<file path="src/rtl/div_result_bcd_pkg.sv">
// Shared defaults and FSM state type for the divider result BCD converter.
package Global;

    localparam int unsigned DW = 8;
    localparam int unsigned ND = 3;

    typedef enum logic [1:0] {
        IDLE  = 2'd0,
        SHIFT = 2'd1,
        DONE  = 2'd2
    } state_t;

endpackage

</file>
<file path="src/rtl/div_result_bcd_add3.sv">
// Double-dabble digit correction: adds 3 to a BCD digit of 5 or more.
module bcd_add3 (
    input  logic [3:0] din,
    output logic [3:0] dout_c
);

    assign dout_c = (din >= 4'd5) ? (din + 4'd3) : din;

endmodule

</file>
<file path="src/rtl/div_result_bcd.sv">
// Converts divider quotient and remainder to packed BCD with a fixed-latency shift-add-3.
// Optional leading-zero blank masks when DIV_RESULT_BCD_BLANK_EN is defined.
module div_result_bcd #(
    parameter int unsigned DW = Global::DW,
    parameter int unsigned ND = Global::ND
) (
    input  logic            clk,
    input  logic            rst,
    input  logic            start,
    input  logic [DW-1:0]   Cosiente,
    input  logic [DW-1:0]   Residuo,
    output logic            busy,
    output logic            valid,
    output logic [4*ND-1:0] q_bcd,
    output logic [4*ND-1:0] r_bcd
`ifdef DIV_RESULT_BCD_BLANK_EN
    ,
    output logic [ND-1:0]   q_blank,
    output logic [ND-1:0]   r_blank
`endif
);

    import Global::*;

    localparam int unsigned CW = (DW > 1) ? $clog2(DW) : 1;
    localparam int unsigned BW = 4 * ND;
    localparam int unsigned VW = BW + DW;

    state_t          state_q, state_d;
    logic [CW-1:0]   cnt_q, cnt_d;
    logic [DW-1:0]   q_bin_q, q_bin_d, r_bin_q, r_bin_d;
    logic [BW-1:0]   q_work_q, q_work_d, r_work_q, r_work_d;
    logic [BW-1:0]   q_bcd_q, q_bcd_d, r_bcd_q, r_bcd_d;
    logic            busy_q, busy_d, valid_q, valid_d;
    logic [BW-1:0]   q_corr_c, r_corr_c;
    logic [VW-1:0]   q_vec_c, r_vec_c;

    // Per-digit correction of both working BCD registers.
    for (genvar g = 0; g < ND; g++) begin : g_add3
        bcd_add3 u_q_add3 (.din(q_work_q[4*g +: 4]), .dout_c(q_corr_c[4*g +: 4]));
        bcd_add3 u_r_add3 (.din(r_work_q[4*g +: 4]), .dout_c(r_corr_c[4*g +: 4]));
    end

    assign q_vec_c = {q_corr_c, q_bin_q} << 1;
    assign r_vec_c = {r_corr_c, r_bin_q} << 1;

    always_comb begin
        state_d  = state_q;
        cnt_d    = cnt_q;
        q_bin_d  = q_bin_q;
        r_bin_d  = r_bin_q;
        q_work_d = q_work_q;
        r_work_d = r_work_q;
        q_bcd_d  = q_bcd_q;
        r_bcd_d  = r_bcd_q;
        valid_d  = 1'b0;
        case (state_q)
            IDLE: begin
                if (start) begin
                    q_bin_d  = Cosiente;
                    r_bin_d  = Residuo;
                    q_work_d = '0;
                    r_work_d = '0;
                    cnt_d    = '0;
                    state_d  = SHIFT;
                end
            end
            SHIFT: begin
                q_work_d = q_vec_c[VW-1:DW];
                q_bin_d  = q_vec_c[DW-1:0];
                r_work_d = r_vec_c[VW-1:DW];
                r_bin_d  = r_vec_c[DW-1:0];
                cnt_d    = cnt_q + CW'(1);
                if (cnt_q == CW'(DW - 1)) begin
                    cnt_d   = '0;
                    state_d = DONE;
                end
            end
            DONE: begin
                q_bcd_d = q_work_q;
                r_bcd_d = r_work_q;
                valid_d = 1'b1;
                state_d = IDLE;
            end
            default: state_d = IDLE;
        endcase
        busy_d = (state_d != IDLE);
    end

    always_ff @(posedge clk or negedge rst) begin
        if (!rst) begin
            state_q  <= IDLE;
            cnt_q    <= '0;
            q_bin_q  <= '0;
            r_bin_q  <= '0;
            q_work_q <= '0;
            r_work_q <= '0;
            q_bcd_q  <= '0;
            r_bcd_q  <= '0;
            busy_q   <= 1'b0;
            valid_q  <= 1'b0;
        end else begin
            state_q  <= state_d;
            cnt_q    <= cnt_d;
            q_bin_q  <= q_bin_d;
            r_bin_q  <= r_bin_d;
            q_work_q <= q_work_d;
            r_work_q <= r_work_d;
            q_bcd_q  <= q_bcd_d;
            r_bcd_q  <= r_bcd_d;
            busy_q   <= busy_d;
            valid_q  <= valid_d;
        end
    end

    assign busy  = busy_q;
    assign valid = valid_q;
    assign q_bcd = q_bcd_q;
    assign r_bcd = r_bcd_q;

`ifdef DIV_RESULT_BCD_BLANK_EN
    logic [ND-1:0] q_blank_q, q_blank_d, r_blank_q, r_blank_d;

    // Digit i blanks when it and every higher digit are zero; digit 0 always shows.
    function automatic logic [ND-1:0] blank_mask(input logic [BW-1:0] bcd);
        logic [ND-1:0] m;
        logic          zero_above;
        m          = '0;
        zero_above = 1'b1;
        for (int i = int'(ND) - 1; i > 0; i--) begin
            zero_above = zero_above & (bcd[4*i +: 4] == 4'd0);
            m[i]       = zero_above;
        end
        return m;
    endfunction

    always_comb begin
        q_blank_d = q_blank_q;
        r_blank_d = r_blank_q;
        if (state_q == DONE) begin
            q_blank_d = blank_mask(q_work_q);
            r_blank_d = blank_mask(r_work_q);
        end
    end

    always_ff @(posedge clk or negedge rst) begin
        if (!rst) begin
            q_blank_q <= '0;
            r_blank_q <= '0;
        end else begin
            q_blank_q <= q_blank_d;
            r_blank_q <= r_blank_d;
        end
    end

    assign q_blank = q_blank_q;
    assign r_blank = r_blank_q;
`endif

endmodule

</file>
<file path="config.mk">
export PLATFORM = sky130hd
export DESIGN_NAME = div_result_bcd
export DESIGN_NICKNAME = d
export VERILOG_FILES = /design/src/rtl/div_result_bcd_pkg.sv /design/src/rtl/div_result_bcd_add3.sv /design/src/rtl/div_result_bcd.sv
export SDC_FILE = /design/constraint.sdc
export NUM_CORES = 1
export LEC_CHECK = 0
export BUFFER_PORTS_ARGS = -buffer_cell sky130_fd_sc_hd__buf_4
export CORE_MARGIN = 5
export CORE_UTILIZATION = 51
export DETAILED_ROUTE_END_ITERATION = 10
export PLACE_DENSITY = 0.75
export SYNTH_ARGS = -nofsm -noshare
export SYNTH_HDL_FRONTEND = slang
export SYNTH_SLANG_ARGS = --single-unit
</file>
<file path="constraint.sdc">
create_clock -name clk -period 1.5 [get_ports clk]
set_clock_uncertainty 0.2 [all_clocks]
set_input_delay 0 -clock clk [delete_from_list [all_inputs] [get_ports clk]]
set_output_delay 0 -clock clk [all_outputs]
set_load 0.01 [all_outputs]
</file>
* Word level (Yosys, flattened, before mapping) *
Cells that the tools add are included.

storage, ports and cells
  logic and storage cells = 51
  register bits after elaboration = 71
  bits of input ports = 19

cells by class
  muxes and demuxes = 20
  eq/ne operators = 4
  add/sub/neg operators = 7
  reduce and logical (&&, ||, !) cells = 4
  $lt $le $gt $ge = 6

operators by type and width
  cell                   number
  $pmux W12 S2           2
  $pmux W8 S2            2
  $ge A4 B3 Y1 const B   6
  $add A4 B2 Y4 const B  4
  $mux W4                4
  $mux W8                2
  $mux W12               1
  $mux W3                4
  $add A3 B2 Y3 const B  2
  $pmux W3 S2            1
  $mux W2                2
  $pmux W2 S2            1
  $reduce_bool A2 Y1     2
  $add A3 B1 Y3 const B  1
  $eq A3 B3 Y1 const B   1
  $eq A2 B1 Y1 const B   1
  $eq A2 B2 Y1 const B   1
  $logic_not A2 Y1       1
  $ne A2 B2 Y1 const B   1
  $reduce_and A2 Y1      1
  $mux W1                1

* Longest topological paths before layout *
  depth after elaboration = 4
  mapped depth = 6
  gate-level depth less buffers = 5

* Hierarchy *
From an unflattened synthesis, not the netlist that was laid out.

unflattened totals
  cell total of the unflattened synthesis = 290
  area total of the unflattened synthesis = 3452.1 sq um

by module, submodules not included
  module          area each (sq um)  cells each  times used  seq. area each (sq um)
  div_result_bcd  2844.0             194         1           1776.7
  bcd_add3        101.3              16          6           0.0

* Worst setup path before layout *
Ideal clock, no wire load.

  path kind = register to register
  start = register r_work_q[0]
  end = register r_work_q[4]
  path slack = -4 ps
  buffers on the path = 0
  library setup time = 101 ps
  arrival = 1203 ps
  cell stages (with the launch flop) = 6
  required time = 1199 ps
  path through = dfrtp_1 > inv_1 > ha_1 > nor2b_1 > o21a_1 > o32ai_1

on the way
  longest elaborated chain between the ends = 3
  elaborated cells on any way between the ends = 4

RTL lines
  what                                                  RTL line                  RTL
  start: declaration                                    div_result_bcd.sv:32      logic [BW-1:0] q_work_q, q_work_d, r_work_q, r_work_d;
  start signal: assignment                              div_result_bcd.sv:108     r_work_q <= r_work_d;
  $add A4 B2 Y4 / $ge A4 B3 Y1 (equally long branches)  div_result_bcd_add3.sv:7  assign dout_c = (din >= 4'd5) ? (din + 4'd3) : din;
  $mux W4 *                                             div_result_bcd_add3.sv:7
  $pmux W12 S2 *                                        div_result_bcd.sv:57      case (state_q)

Every way passes the cells marked *; elsewhere a longest branch is shown, timed or not.
A chain may end at the register's enable or synchronous reset.

* Worst setup path in the final report *
  start = register state_q[0]
  end = register q_work_q[1]

on the way
  longest elaborated chain between the ends = 3
  elaborated cells on any way between the ends = 6

RTL lines
  what                                                                 RTL line               RTL
  start: declaration                                                   div_result_bcd.sv:29   state_t state_q, state_d;
  start signal: assignment                                             div_result_bcd.sv:103  state_q <= state_d;
  $eq A2 B1 Y1 / $logic_not A2 Y1 (equally long branches)              div_result_bcd.sv:57
  $reduce_bool A2 Y1 (no line) / $ne A2 B2 Y1 (equally long branches)  n/a
  $reduce_and A2 Y1 (no line)                                          n/a
  end signal: assignment                                               div_result_bcd.sv:107  q_work_q <= q_work_d;
  end: declaration                                                     div_result_bcd.sv:32

Parallel ways exist; a longest one is shown, timed or not.

==> metrics.yaml <==
floorplan:
  die-area_um2: 8190
  die_w_um: 90.5
  core-area_um2: 6310
  start_util: 0.523
  die_y_um: 90.5
  io_pins: 45
  num_rows: 29
status:
  violations: "hold timing, setup timing"
  outcome: "finished, violations left"
pwr:
  switching_share: 0.385
  power_density_nw_per_um2: 2140
  pwr-share-seq: 0.291
  pwr-share-clk: 0.169
  ir_drop_mv: 1.10
  p_leak_nw: 2.33
  p_int_mw: 6.77
  p_sw_mw: 4.23
  p_comb_frac: 0.540
global_route:
  antenna_found_initial: 0
  grt.total_usage: 0.204
  grt_pass1_vias: 2979
  grt_max_degree: 72
  gr-total-overflow: 0
  grt_pass1_wl_um: 13900
yosys:
  ys.flop_type: "dfrtp_1"
  synth.net_count: 344
  async_flop_share: 1.00
  synth-seq-area-share: 0.538
  yosys.area_share.simple: 0.0886
  synth_compound_area_frac: 0.206
  synth_fa_ha_area_frac: 0.0530
  ys_warn_count: 0
  synth_top_family_by_area: "compound AO/OA/AOI/OAI gates"
  synth_cells: 311
  syn-cell-area_um2: 3300
  syn_area_per_cell_um2: 10.6
  ys_types: 29
  synth_xor_area_frac: 0.0106
  muxShareOfSynthArea: 0.0424
  synth_edf_count: 0
  synth-seq-cells: 71
cells_and_area:
  final_common_cell: "buf_4"
  drive_above_1_share: 0.447
  fin_util: 0.814
  finalNetCount: 471
  antenna_cells: 0
  syn_to_final_growth_pct: 55.6
  mostFrequentLayoutCells: "96 x buf_4, 69 x dfrtp_1, 50 x nand2_1"
  layout.cells.non_filler: 520
timing:
  rsz0062_at_grt: "yes"
  hold_violations: 8
  finalSetupViolCount: 40
  finalCritPeriodShare: 1.06
  relSlewSlack: 0.734
  finalCriticalPeriod_ns: 1.58
  tightestPinTransition_ns: 0.399
  fmax_mhz: 631
  setup_ws_ns: -0.0840
  hold_ws_ns: -0.0143
  finalMaxSlewViolations: 0
worst_setup_path:
  worstSetupPathType: "flop to flop"
  r2r-start: "state_q[0]$_DFF_PN0_"
  path_max_fanout: 12
  critical_path_required_ns: 1.54
  r2r_end: "q_work_q[1]$_DFFE_PN0P_"
  rr_worst_depth: 5
  crit_arrival_ns: 1.63
  crit_start: "state_q[0]$_DFF_PN0_"
  start_kind: "flop"
  r2r_slack_ns: -0.08
  cp-end-kind: "flop"
  critPathCapture: "q_work_q[1]$_DFFE_PN0P_"
clock_network:
  cts_tree: "yes"
  cts_buffers: 9
  clock_sinks: 71
  clk_latency_ns: 0.34
  cts_root_buf: "clkbuf_8"
  path_clk_slew_ns: 0.07
  max-clock-path-buffers: 2
  cts-htree-levels: 3
hold_path:
  worstHoldPathType: "input port to asynchronous set/reset pin"
route:
  ant_nets: 0
  drc: 0
  drt_first_pass_iters: 5
  dr_total_vias: 3068
  vias_per_cell: 5.90
  drt-initial-drc-count: 230
  wirelength_um: 9970
  routedWlPerCell_um: 19.2
placement:
  dpl.hpwl_um: 4690
  portBuffers: 44
  dp_cells: 450
  place_congestion: 0.826
job:
  drv_cap: 0
==> stage by stage <==
stage	setup TNS, ns	total power [mW]	setup slack, ns	cell area (um2)
finish	-1.72	11.0	-0.0840	5140
global route	-4.15	11.6	-0.180	5140
CTS	-0.436	9.61	-0.0628	4750
detailed placement	-0.898	6.92	-0.0819	3950
global placement	-0.130	6.73	-0.0536	3950
floorplan	0	5.35	0.00873	3300
==> sequential cells by signal (all words and copies together), names as in the netlist <==
name and flops:
q_work_q 12, valid 1, r_bcd 12, state_q 2, r_work_q 12, cnt_q 3
q_bin_q 8, q_bcd 12, busy 1, r_bin_q 8
==> cell families (layout without fill, tap and decap cells) <==
group                      after synthesis  count (layout)
DFF                                     71              71
AOI/OAI and AO/OA                       97              97
muxes                                   14              14
adders and majority gates               14              14
buffers and inverters                   43             175
xor gates and xnor gates                 4               4
and+or+nand+nor                         68              68
==> Yosys cell counts, types with 2 or more instances <==
cell type	count	area share
dfrtp_1	71	0.54
nand2_1	56	0.064
o21ai_0	31	0.047
inv_1	25	0.028
ha_1	14	0.053
mux2i_1	14	0.042
o21ai_1	13	0.020
o2111ai_1	12	0.032
o31ai_1	9	0.020
buf_2	7	0.011
nor2b_1	7	0.013
a32o_1	6	0.018
o21a_1	6	0.014
o221ai_1	6	0.016
o311ai_1	6	0.016
buf_4	4	0.0091
o32ai_1	4	0.011
xnor2_1	4	0.011
clkbuf_1	3	0.0034
a22o_1	2	0.0053
buf_6	2	0.0068
nand2b_1	2	0.0038
==> area by class of cell <==
cell class / count / area (um2)
Multi-Input combinational cell: 197 / 1730
Sequential cell: 71 / 1780
Clock inverter: 6 / 108
Fill cell: 342 / 1170
Clock buffer: 10 / 138
Tap cell: 77 / 96.3
Timing Repair Buffer: 133 / 1190
Inverter: 26 / 103
==> routing by layer <==
| metal | wire [um] | part of all wire | global-route usage | vias up |
|---|---|---|---|---|
| li1 | - | - | - | 1355 |
| met1 | 3910 | 0.39 | 0.253 | 1534 |
| met2 | 5150 | 0.52 | 0.341 | 147 |
| met3 | 645 | 0.065 | 0.0492 | 32 |
| met4 | 267 | 0.027 | 0.0856 | 0 |
| met5 | 0 | 0 | 0 | - |
==> worst max-delay path, stage by stage, from the launching register on <==
cell and delay (ns):
dfrtp_2 0.41, buf_4 0.14, nor2b_4 0.30, buf_8 0.19, nand2_1 0.07, o221ai_1 0.17
==> timing repair <==
action                                  in CTS  in global routing
gates cloned                                 1                  4
pin swaps                                   14                 20
hold buffers                                18                  0
buffers inserted                            23                  9
resized for setup                           43                 57
endpoints found under the setup margin      29                 39
endpoints found under the hold margin       95                  0
==> worst min-delay path by stage <==
stage	start	endpoint	slack [ns]
6_report	rst	r_bcd[5]$_DFFE_PN0P_	-0.01
5_1_grt	rst	r_bcd[5]$_DFFE_PN0P_	0.08
4_1_cts	rst	r_bcd[5]$_DFFE_PN0P_	0.02
3_5_place_dp	rst	r_bcd[5]$_DFFE_PN0P_	-0.16
3_3_place_gp	rst	r_bcd[5]$_DFFE_PN0P_	-0.16
2_1_floorplan	rst	busy$_DFF_PN0_	-0.50
==> power by group through the flow <==
stage	clock network (mW)	registers (mW)	logic [mW]
finish	1.86	3.20	5.95
global route	1.96	3.27	6.38
CTS	1.89	3.09	4.62
detailed placement	0	3.15	3.77
global placement	0	3.11	3.62
floorplan	0	3.18	2.17
Note: power is estimated with default switching activity, not from simulation.
